<file path="config.mk">
export PLATFORM = sky130hd
export DESIGN_NAME = mem_access_ctrl_flat
export DESIGN_NICKNAME = d
export VERILOG_FILES = /design/src/rtl/mem_access_if.sv /design/src/rtl/mem_access_ctrl.sv /design/src/flat_wrapper.sv
export SDC_FILE = /design/constraint.sdc
export NUM_CORES = 1
export LEC_CHECK = 0
export ABC_AREA = 1
export CAP_MARGIN = 5
export CELL_PAD_IN_SITES_DETAIL_PLACEMENT = 1
export CELL_PAD_IN_SITES_GLOBAL_PLACEMENT = 1
export CORE_MARGIN = 2
export CORE_UTILIZATION = 31
export CTS_BUF_LIST = sky130_fd_sc_hd__clkbuf_4
export DETAILED_ROUTE_END_ITERATION = 7
export HOLD_SLACK_MARGIN = 0.15
export PLACE_DENSITY_LB_ADDON = 0.08
export SYNTH_ARGS = -nofsm -noshare
export SYNTH_HDL_FRONTEND = slang
export SYNTH_SLANG_ARGS = --single-unit
</file>
<file path="constraint.sdc">
create_clock -name i_clk -period 2.1 [get_ports i_clk]
set_input_delay 0.525 -clock i_clk [delete_from_list [all_inputs] [get_ports i_clk]]
set_output_delay 0.525 -clock i_clk [all_outputs]
set_load 0.005 [all_outputs]
</file>
<file path="src/rtl/mem_access_if.sv">
// Pipeline-to-RAM bundle for the MEM-stage access controller.
// master = controller side, slave = pipeline/RAM environment side.
interface mem_access_if #(
    parameter int unsigned ADDR_WIDTH = 32
);
    logic                  mem_read_flag;
    logic                  mem_write_flag;
    logic                  mem_sign_ext_flag;
    logic [3:0]            mem_sel;
    logic [ADDR_WIDTH-1:0] mem_addr;
    logic [31:0]           mem_write_data;
    logic                  stall_req;
    logic [31:0]           load_data;
    logic                  addr_error;
    logic                  bus_error;
    logic                  ram_en;
    logic [3:0]            ram_write_en;
    logic [ADDR_WIDTH-1:0] ram_addr;
    logic [31:0]           ram_write_data;
    logic [31:0]           ram_read_data;
    logic                  ram_ready;

    modport master (
        input  mem_read_flag, mem_write_flag, mem_sign_ext_flag, mem_sel,
               mem_addr, mem_write_data, ram_read_data, ram_ready,
        output stall_req, load_data, addr_error, bus_error,
               ram_en, ram_write_en, ram_addr, ram_write_data
    );

    modport slave (
        output mem_read_flag, mem_write_flag, mem_sign_ext_flag, mem_sel,
               mem_addr, mem_write_data, ram_read_data, ram_ready,
        input  stall_req, load_data, addr_error, bus_error,
               ram_en, ram_write_en, ram_addr, ram_write_data
    );
endinterface

</file>
<file path="src/rtl/mem_access_ctrl.sv">
// MEM-stage data-memory access sequencer: one handshaked RAM access per
// instruction, pipeline stall until acknowledge, aligned/extended load return.
module mem_access_ctrl #(
    parameter int unsigned ADDR_WIDTH     = 32,
    parameter int unsigned TIMEOUT_CYCLES = 255
) (
    input  logic           i_clk,
    input  logic           i_rst,
    mem_access_if.master   bus
);
    localparam int unsigned CNT_W = 8;

    typedef enum logic [1:0] {S_IDLE, S_BUSY, S_DONE} state_t;

    state_t                r_state, w_state_nxt;
    logic [CNT_W-1:0]      r_cnt, w_cnt_nxt;
    logic                  r_ram_en, w_ram_en_nxt;
    logic [3:0]            r_ram_we, w_ram_we_nxt;
    logic [ADDR_WIDTH-1:0] r_ram_addr, w_ram_addr_nxt;
    logic [31:0]           r_ram_wdata, w_ram_wdata_nxt;
    logic [31:0]           r_load_data, w_load_data_nxt;
    logic                  r_addr_err, w_addr_err_nxt;
    logic                  r_bus_err, w_bus_err_nxt;
    logic [1:0]            r_off, w_off_nxt;
    logic [3:0]            r_sel, w_sel_nxt;
    logic                  r_sext, w_sext_nxt;
    logic                  r_is_wr, w_is_wr_nxt;
    logic                  w_stall;

    logic                  w_req;
    logic                  w_aligned;
    logic [3:0]            w_be;
    logic [31:0]           w_wdata_rep;
    logic [31:0]           w_shifted;
    logic [31:0]           w_load_ext;

    assign w_req = (bus.mem_read_flag | bus.mem_write_flag) & (|bus.mem_sel);
    assign w_be  = bus.mem_sel << bus.mem_addr[1:0];

    // Alignment and store-lane replication from the incoming access size
    always_comb begin
        w_aligned   = 1'b0;
        w_wdata_rep = bus.mem_write_data;
        case (bus.mem_sel)
            4'b0001: begin
                w_aligned   = 1'b1;
                w_wdata_rep = {4{bus.mem_write_data[7:0]}};
            end
            4'b0011: begin
                w_aligned   = ~bus.mem_addr[0];
                w_wdata_rep = {2{bus.mem_write_data[15:0]}};
            end
            4'b1111: w_aligned = (bus.mem_addr[1:0] == 2'b00);
            default: w_aligned = 1'b0;
        endcase
    end

    // Load lane extraction uses the offset/size latched at request time
    assign w_shifted = bus.ram_read_data >> {r_off, 3'b000};

    always_comb begin
        case (r_sel)
            4'b0001: w_load_ext = {{24{r_sext & w_shifted[7]}}, w_shifted[7:0]};
            4'b0011: w_load_ext = {{16{r_sext & w_shifted[15]}}, w_shifted[15:0]};
            default: w_load_ext = w_shifted;
        endcase
    end

    always_ff @(posedge i_clk) begin
        if (i_rst) r_state <= S_IDLE;
        else       r_state <= w_state_nxt;
    end

    always_comb begin
        w_state_nxt     = r_state;
        w_cnt_nxt       = r_cnt;
        w_ram_en_nxt    = r_ram_en;
        w_ram_we_nxt    = r_ram_we;
        w_ram_addr_nxt  = r_ram_addr;
        w_ram_wdata_nxt = r_ram_wdata;
        w_load_data_nxt = r_load_data;
        w_addr_err_nxt  = r_addr_err;
        w_bus_err_nxt   = r_bus_err;
        w_off_nxt       = r_off;
        w_sel_nxt       = r_sel;
        w_sext_nxt      = r_sext;
        w_is_wr_nxt     = r_is_wr;
        w_stall         = 1'b0;
        case (r_state)
            S_IDLE: begin
                if (w_req) begin
                    w_stall = 1'b1;
                    if (w_aligned) begin
                        w_state_nxt     = S_BUSY;
                        w_ram_en_nxt    = 1'b1;
                        w_ram_addr_nxt  = {bus.mem_addr[ADDR_WIDTH-1:2], 2'b00};
                        w_ram_we_nxt    = bus.mem_write_flag ? w_be : 4'b0000;
                        w_ram_wdata_nxt = w_wdata_rep;
                        w_off_nxt       = bus.mem_addr[1:0];
                        w_sel_nxt       = bus.mem_sel;
                        w_sext_nxt      = bus.mem_sign_ext_flag;
                        w_is_wr_nxt     = bus.mem_write_flag;
                        w_cnt_nxt       = '0;
                    end else begin
                        w_state_nxt     = S_DONE;
                        w_addr_err_nxt  = 1'b1;
                        w_load_data_nxt = '0;
                    end
                end
            end
            S_BUSY: begin
                w_stall = 1'b1;
                if (bus.ram_ready) begin
                    w_state_nxt     = S_DONE;
                    w_ram_en_nxt    = 1'b0;
                    w_ram_we_nxt    = 4'b0000;
                    w_load_data_nxt = r_is_wr ? 32'd0 : w_load_ext;
                    w_cnt_nxt       = '0;
                end else if (r_cnt == CNT_W'(TIMEOUT_CYCLES - 1)) begin
                    // Last permitted wait cycle elapsed without acknowledge
                    w_state_nxt     = S_DONE;
                    w_ram_en_nxt    = 1'b0;
                    w_ram_we_nxt    = 4'b0000;
                    w_bus_err_nxt   = 1'b1;
                    w_load_data_nxt = '0;
                    w_cnt_nxt       = '0;
                end else begin
                    w_cnt_nxt = r_cnt + CNT_W'(1);
                end
            end
            S_DONE: begin
                w_state_nxt     = S_IDLE;
                w_load_data_nxt = '0;
                w_addr_err_nxt  = 1'b0;
                w_bus_err_nxt   = 1'b0;
            end
            default: w_state_nxt = S_IDLE;
        endcase
    end

    always_ff @(posedge i_clk) begin
        if (i_rst) begin
            r_cnt       <= '0;
            r_ram_en    <= 1'b0;
            r_ram_we    <= 4'b0000;
            r_ram_addr  <= '0;
            r_ram_wdata <= '0;
            r_load_data <= '0;
            r_addr_err  <= 1'b0;
            r_bus_err   <= 1'b0;
            r_off       <= 2'b00;
            r_sel       <= 4'b0000;
            r_sext      <= 1'b0;
            r_is_wr     <= 1'b0;
        end else begin
            r_cnt       <= w_cnt_nxt;
            r_ram_en    <= w_ram_en_nxt;
            r_ram_we    <= w_ram_we_nxt;
            r_ram_addr  <= w_ram_addr_nxt;
            r_ram_wdata <= w_ram_wdata_nxt;
            r_load_data <= w_load_data_nxt;
            r_addr_err  <= w_addr_err_nxt;
            r_bus_err   <= w_bus_err_nxt;
            r_off       <= w_off_nxt;
            r_sel       <= w_sel_nxt;
            r_sext      <= w_sext_nxt;
            r_is_wr     <= w_is_wr_nxt;
        end
    end

    assign bus.stall_req      = w_stall;
    assign bus.load_data      = r_load_data;
    assign bus.addr_error     = r_addr_err;
    assign bus.bus_error      = r_bus_err;
    assign bus.ram_en         = r_ram_en;
    assign bus.ram_write_en   = r_ram_we;
    assign bus.ram_addr       = r_ram_addr;
    assign bus.ram_write_data = r_ram_wdata;
endmodule

</file>
<file path="src/flat_wrapper.sv">
// flat-port wrapper written by rule: the top's interface ports become plain ports
module mem_access_ctrl_flat 
#(
    parameter int unsigned ADDR_WIDTH     = 32,
    parameter int unsigned TIMEOUT_CYCLES = 255
)
  (i_clk, i_rst, bus_mem_read_flag, bus_mem_write_flag, bus_mem_sign_ext_flag, bus_mem_sel, bus_mem_addr, bus_mem_write_data, bus_ram_read_data, bus_ram_ready, bus_stall_req, bus_load_data, bus_addr_error, bus_bus_error, bus_ram_en, bus_ram_write_en, bus_ram_addr, bus_ram_write_data);
  mem_access_if #(.ADDR_WIDTH(ADDR_WIDTH)) bus_i ();
  input  logic i_clk;
  input  logic i_rst;
  input wire logic [$bits(bus_i.mem_read_flag)-1:0] bus_mem_read_flag;
  input wire logic [$bits(bus_i.mem_write_flag)-1:0] bus_mem_write_flag;
  input wire logic [$bits(bus_i.mem_sign_ext_flag)-1:0] bus_mem_sign_ext_flag;
  input wire logic [$bits(bus_i.mem_sel)-1:0] bus_mem_sel;
  input wire logic [$bits(bus_i.mem_addr)-1:0] bus_mem_addr;
  input wire logic [$bits(bus_i.mem_write_data)-1:0] bus_mem_write_data;
  input wire logic [$bits(bus_i.ram_read_data)-1:0] bus_ram_read_data;
  input wire logic [$bits(bus_i.ram_ready)-1:0] bus_ram_ready;
  output wire logic [$bits(bus_i.stall_req)-1:0] bus_stall_req;
  output wire logic [$bits(bus_i.load_data)-1:0] bus_load_data;
  output wire logic [$bits(bus_i.addr_error)-1:0] bus_addr_error;
  output wire logic [$bits(bus_i.bus_error)-1:0] bus_bus_error;
  output wire logic [$bits(bus_i.ram_en)-1:0] bus_ram_en;
  output wire logic [$bits(bus_i.ram_write_en)-1:0] bus_ram_write_en;
  output wire logic [$bits(bus_i.ram_addr)-1:0] bus_ram_addr;
  output wire logic [$bits(bus_i.ram_write_data)-1:0] bus_ram_write_data;
  assign bus_i.mem_read_flag = bus_mem_read_flag;
  assign bus_i.mem_write_flag = bus_mem_write_flag;
  assign bus_i.mem_sign_ext_flag = bus_mem_sign_ext_flag;
  assign bus_i.mem_sel = bus_mem_sel;
  assign bus_i.mem_addr = bus_mem_addr;
  assign bus_i.mem_write_data = bus_mem_write_data;
  assign bus_i.ram_read_data = bus_ram_read_data;
  assign bus_i.ram_ready = bus_ram_ready;
  assign bus_stall_req = bus_i.stall_req;
  assign bus_load_data = bus_i.load_data;
  assign bus_addr_error = bus_i.addr_error;
  assign bus_bus_error = bus_i.bus_error;
  assign bus_ram_en = bus_i.ram_en;
  assign bus_ram_write_en = bus_i.ram_write_en;
  assign bus_ram_addr = bus_i.ram_addr;
  assign bus_ram_write_data = bus_i.ram_write_data;
  mem_access_ctrl #(.ADDR_WIDTH(ADDR_WIDTH), .TIMEOUT_CYCLES(TIMEOUT_CYCLES)) u_core (.i_clk(i_clk), .i_rst(i_rst), .bus(bus_i));
endmodule
</file>
==> results <==
worst min-delay path by stage:
stage / startpoint / end / slack, ns / cells past startpoint
global placement: u_core.bus.load_data[1] / u_core.bus.load_data[1] / 0.45 / 2
CTS: i_rst / u_core.bus.load_data[11] / 0.44 / 3
finish: i_rst / u_core.bus.load_data[11] / 0.46 / 3
floorplan: u_core.bus.addr_error / u_core.bus.addr_error / 0.46 / 2
detailed placement: u_core.bus.load_data[29] / u_core.bus.load_data[29] / 0.45 / 2
global route: i_rst / u_core.r_cnt[5] / 0.43 / 3
synthesized netlist by cell type:
library cell / n / share of area
buf_2: 17 / 0.015
nand3_1: 51 / 0.046
a21boi_0: 1 / 0.0013
inv_1: 42 / 0.028
nor2_4: 2 / 0.0040
o21ai_1: 28 / 0.025
o21bai_1: 1 / 0.0013
o21a_1: 1 / 0.0013
nand2_2: 2 / 0.0022
ha_1: 2 / 0.0045
nand3_2: 2 / 0.0036
clkbuf_1: 26 / 0.017
o21ai_0: 47 / 0.042
dfxtp_1: 119 / 0.43
a21oi_1: 71 / 0.064
o22ai_1: 2 / 0.0022
conb_1: 1 / 0.00067
nor3_1: 1 / 0.00090
buf_4: 3 / 0.0040
xor2_1: 2 / 0.0031
nor2_1: 147 / 0.099
inv_2: 3 / 0.0020
o21ai_2: 1 / 0.0016
or2_0: 1 / 0.0011
o211ai_1: 22 / 0.030
buf_1: 5 / 0.0034
nand4_2: 1 / 0.0022
nand4_1: 5 / 0.0056
mux2_2: 8 / 0.016
or2_2: 3 / 0.0034
nand2_1: 211 / 0.14
registers in the layout (all words and copies together) (netlist names), 2 cells and up:
register / cells
u_core.bus.load_data: 32
u_core.bus.ram_addr: 30
u_core.bus.ram_write_data: 32
u_core.bus.ram_write_en: 4
u_core.r_cnt: 8
u_core.r_off: 2
u_core.r_sel: 4
u_core.r_state: 2
routing by layer:
metal | routed length [microns] | track usage | vias up
li1 | - | - | 3151
met1 | 8910 | 0.262 | 2869
met2 | 9060 | 0.332 | 174
met3 | 1630 | 0.0869 | 21
met4 | 226 | 0.0505 | 0
met5 | 0 | 0 | -
per-stage QoR:
stage               setup slack, ns  setup TNS (ns)  hold slack, ns  utilization
floorplan                     0.438               0           0.456            -
global placement             -0.418          -22.03           0.447        0.464
detailed placement           -0.423          -26.45           0.454        0.464
CTS                          0.0614               0           0.438        0.480
global route                 0.0102               0           0.425        0.480
finish                       0.0718               0           0.463        0.480
power by group through the flow:
stage	sequential [W]	clock, W	combinational [W]
final	0.00238	0.00170	0.000966
after CTS	0.00238	0.00176	0.000979
after floorplan	0.00243	0	0.000403
after global placement	0.00243	0	0.000967
after global routing	0.00239	0.00186	0.00108
after detailed placement	0.00243	0	0.000974
cell type report:
class / instances / area share
timing repair buffer: 260 / 0.303
tap: 229 / 0.0336
antenna: 1 / 0.000293
multi-input combinational: 614 / 0.332
inverter: 45 / 0.0198
clock buffer: 17 / 0.0150
sequential: 119 / 0.279
clock inverter: 14 / 0.0177
repair_timing:
action                     in CTS  in global routing
setup endpoints to repair       1                  2
hold buffers                    0                  0
pin swaps                       1                  0
resized for setup               9                  2
kinds of logic (layout without fill, tap and decap cells):
group,Yosys count,in the layout,share of synthesized area
buffers and inverters,96,336,0.0704
and+or+nand+nor,426,426,0.310
other,1,3,0.000672
AOI/OAI and AO/OA,174,174,0.168
adders and majority gates,2,2,0.00448
xor gates and xnor gates,2,2,0.00314
muxes,8,8,0.0161
DFF,119,119,0.427
placed cells by master, fill, tap and decap left out, types with 2 or more instances in the layout:
master	Yosys	routed
a21oi_1	71	71
conb_1	1	2
clkdlybuf4s50_1	0	203
nand3_2	2	2
o21ai_1	28	28
nand3_1	51	50
clkbuf_4	0	17
nand2_2	2	3
o211ai_1	22	22
inv_1	42	41
dfxtp_1	119	119
o22ai_1	2	2
or2_2	3	2
inv_6	0	3
inv_2	3	4
nor2_1	147	147
nand2_1	211	210
o21ai_0	47	47
clkinvlp_4	0	4
ha_1	2	2
dlygate4sd2_1	0	2
buf_2	17	2
buf_4	3	43
clkinv_4	0	3
mux2_2	8	8
buf_12	0	10
xor2_1	2	2
bufinv_16	0	2
nor2_4	2	2
nand4_1	5	5
worst max-delay path: cells and delay by family:
family | cells | cell delay (ns)
buffers and inverters | 2 | 0.57
AND/OR/NAND/NOR | 3 | 0.41
==> flow_summary.yaml <==
global_route:
  grt_pass1_wl_microns: 32100
  grt_pass1_vias: 6139
  grt_max_degree: 52
  grt-ovfl-total: 0
  grt_use_total: 0.208
  antenna_found_initial: 1
worst_setup_path:
  required_ns: 1.57
  timing.rr.end: "u_core.bus.load_data[25]"
  cp_slowest_stage_delay_ns: 0.43
  cp_cell_sequence: "clkdlybuf4s50_1, or2_4, nand3_1, nand2_1, buf_2"
  ff2ff_path_depth: 10
  r2r-start: "u_core.r_cnt[0]"
  crit_path_start: "bus_mem_write_flag"
  crit_fanout: 2
  crit_end: "bus_stall_req"
  end_kind: "output port"
  r2r_slack_ns: 0.33
  critPathLaunchType: "input port"
  arrival_ns: 1.50
  path_class: "in -> out"
  slowest_stage: "clkdlybuf4s50_1"
clock_network:
  clock_sinks: 119
  cts_tree: "done"
  clk_pin_slew_ns: 0.12
  cts-root-buf: "clkbuf_4"
  clock_latency_ns: 0.56
  postCtsSetupBuffers: 0
  cts_max_level: 4
  cts_buffers: 17
  ctsLongestPathBuffers: 2
floorplanning:
  die_h_microns: 138
  core_area_sq_um: 17800
  dieWidth_microns: 138
  die_area_sq_um: 19100
  initial_utilization: 0.314
  rows: 49
  num_io_pins: 210
power:
  intPower_w: 0.00355
  powerDensity_nw_per_um2: 591
  power.switching_w: 0.00149
  p_clk_frac: 0.337
  seqPwrFrac: 0.471
  switching_share: 0.296
  leakagePower_nw: 3.37
  combPwrFrac: 0.192
  vdd_drop_max_uv: 332
  power_w: 0.00505
sta:
  setup_violations: 0
  fin_crit_ns: 2.03
  post-route-period-util: 0.966
  finClkSkew_ns: 0.0191
  hold_viol: 0
  rsz0062_at_grt: "false"
  slew_violations: 0
  max_freq_mhz: 493
drt:
  drtAntennaViolNets: 0
  via_per_inst: 4.78
  wl_microns: 19800
  drc_errors: 0
  vias: 6215
  wl_per_cell_microns: 15.3
  firstDrtPassIters: 4
  drt_iter0_drc: 291
synth:
  syn-instance-count: 828
  syn_avg_cell_area_sq_um: 6.74
  seq_area_frac_synth: 0.427
  yosys_warnings: 0
  netlist_area_sq_um: 5580
  synth-seq-cells: 119
  synth_cell_types: 31
outcome:
  status: "completed"
placement:
  placed_area_sq_um: 8240
  dp_hpwl_microns: 14800
  portBuffers: 207
  dp_cells: 1267
  place_congestion: 0.801
final_layout:
  stdcell_area_sq_um: 8540
  area_delta_synth_final_pct: 53.0
  multiInputGateArea_sq_um: 2830
  layout.cells.non_filler: 1299
  nNetsFinal: 1165
  drive_gt1_frac: 0.103
  regArea_sq_um: 2380
  num-fill-cells: 2269
run:
  drv_cap: 0
min_path:
  hold_path_class: "in -> reg"
(Power assumes the default switching activity.)
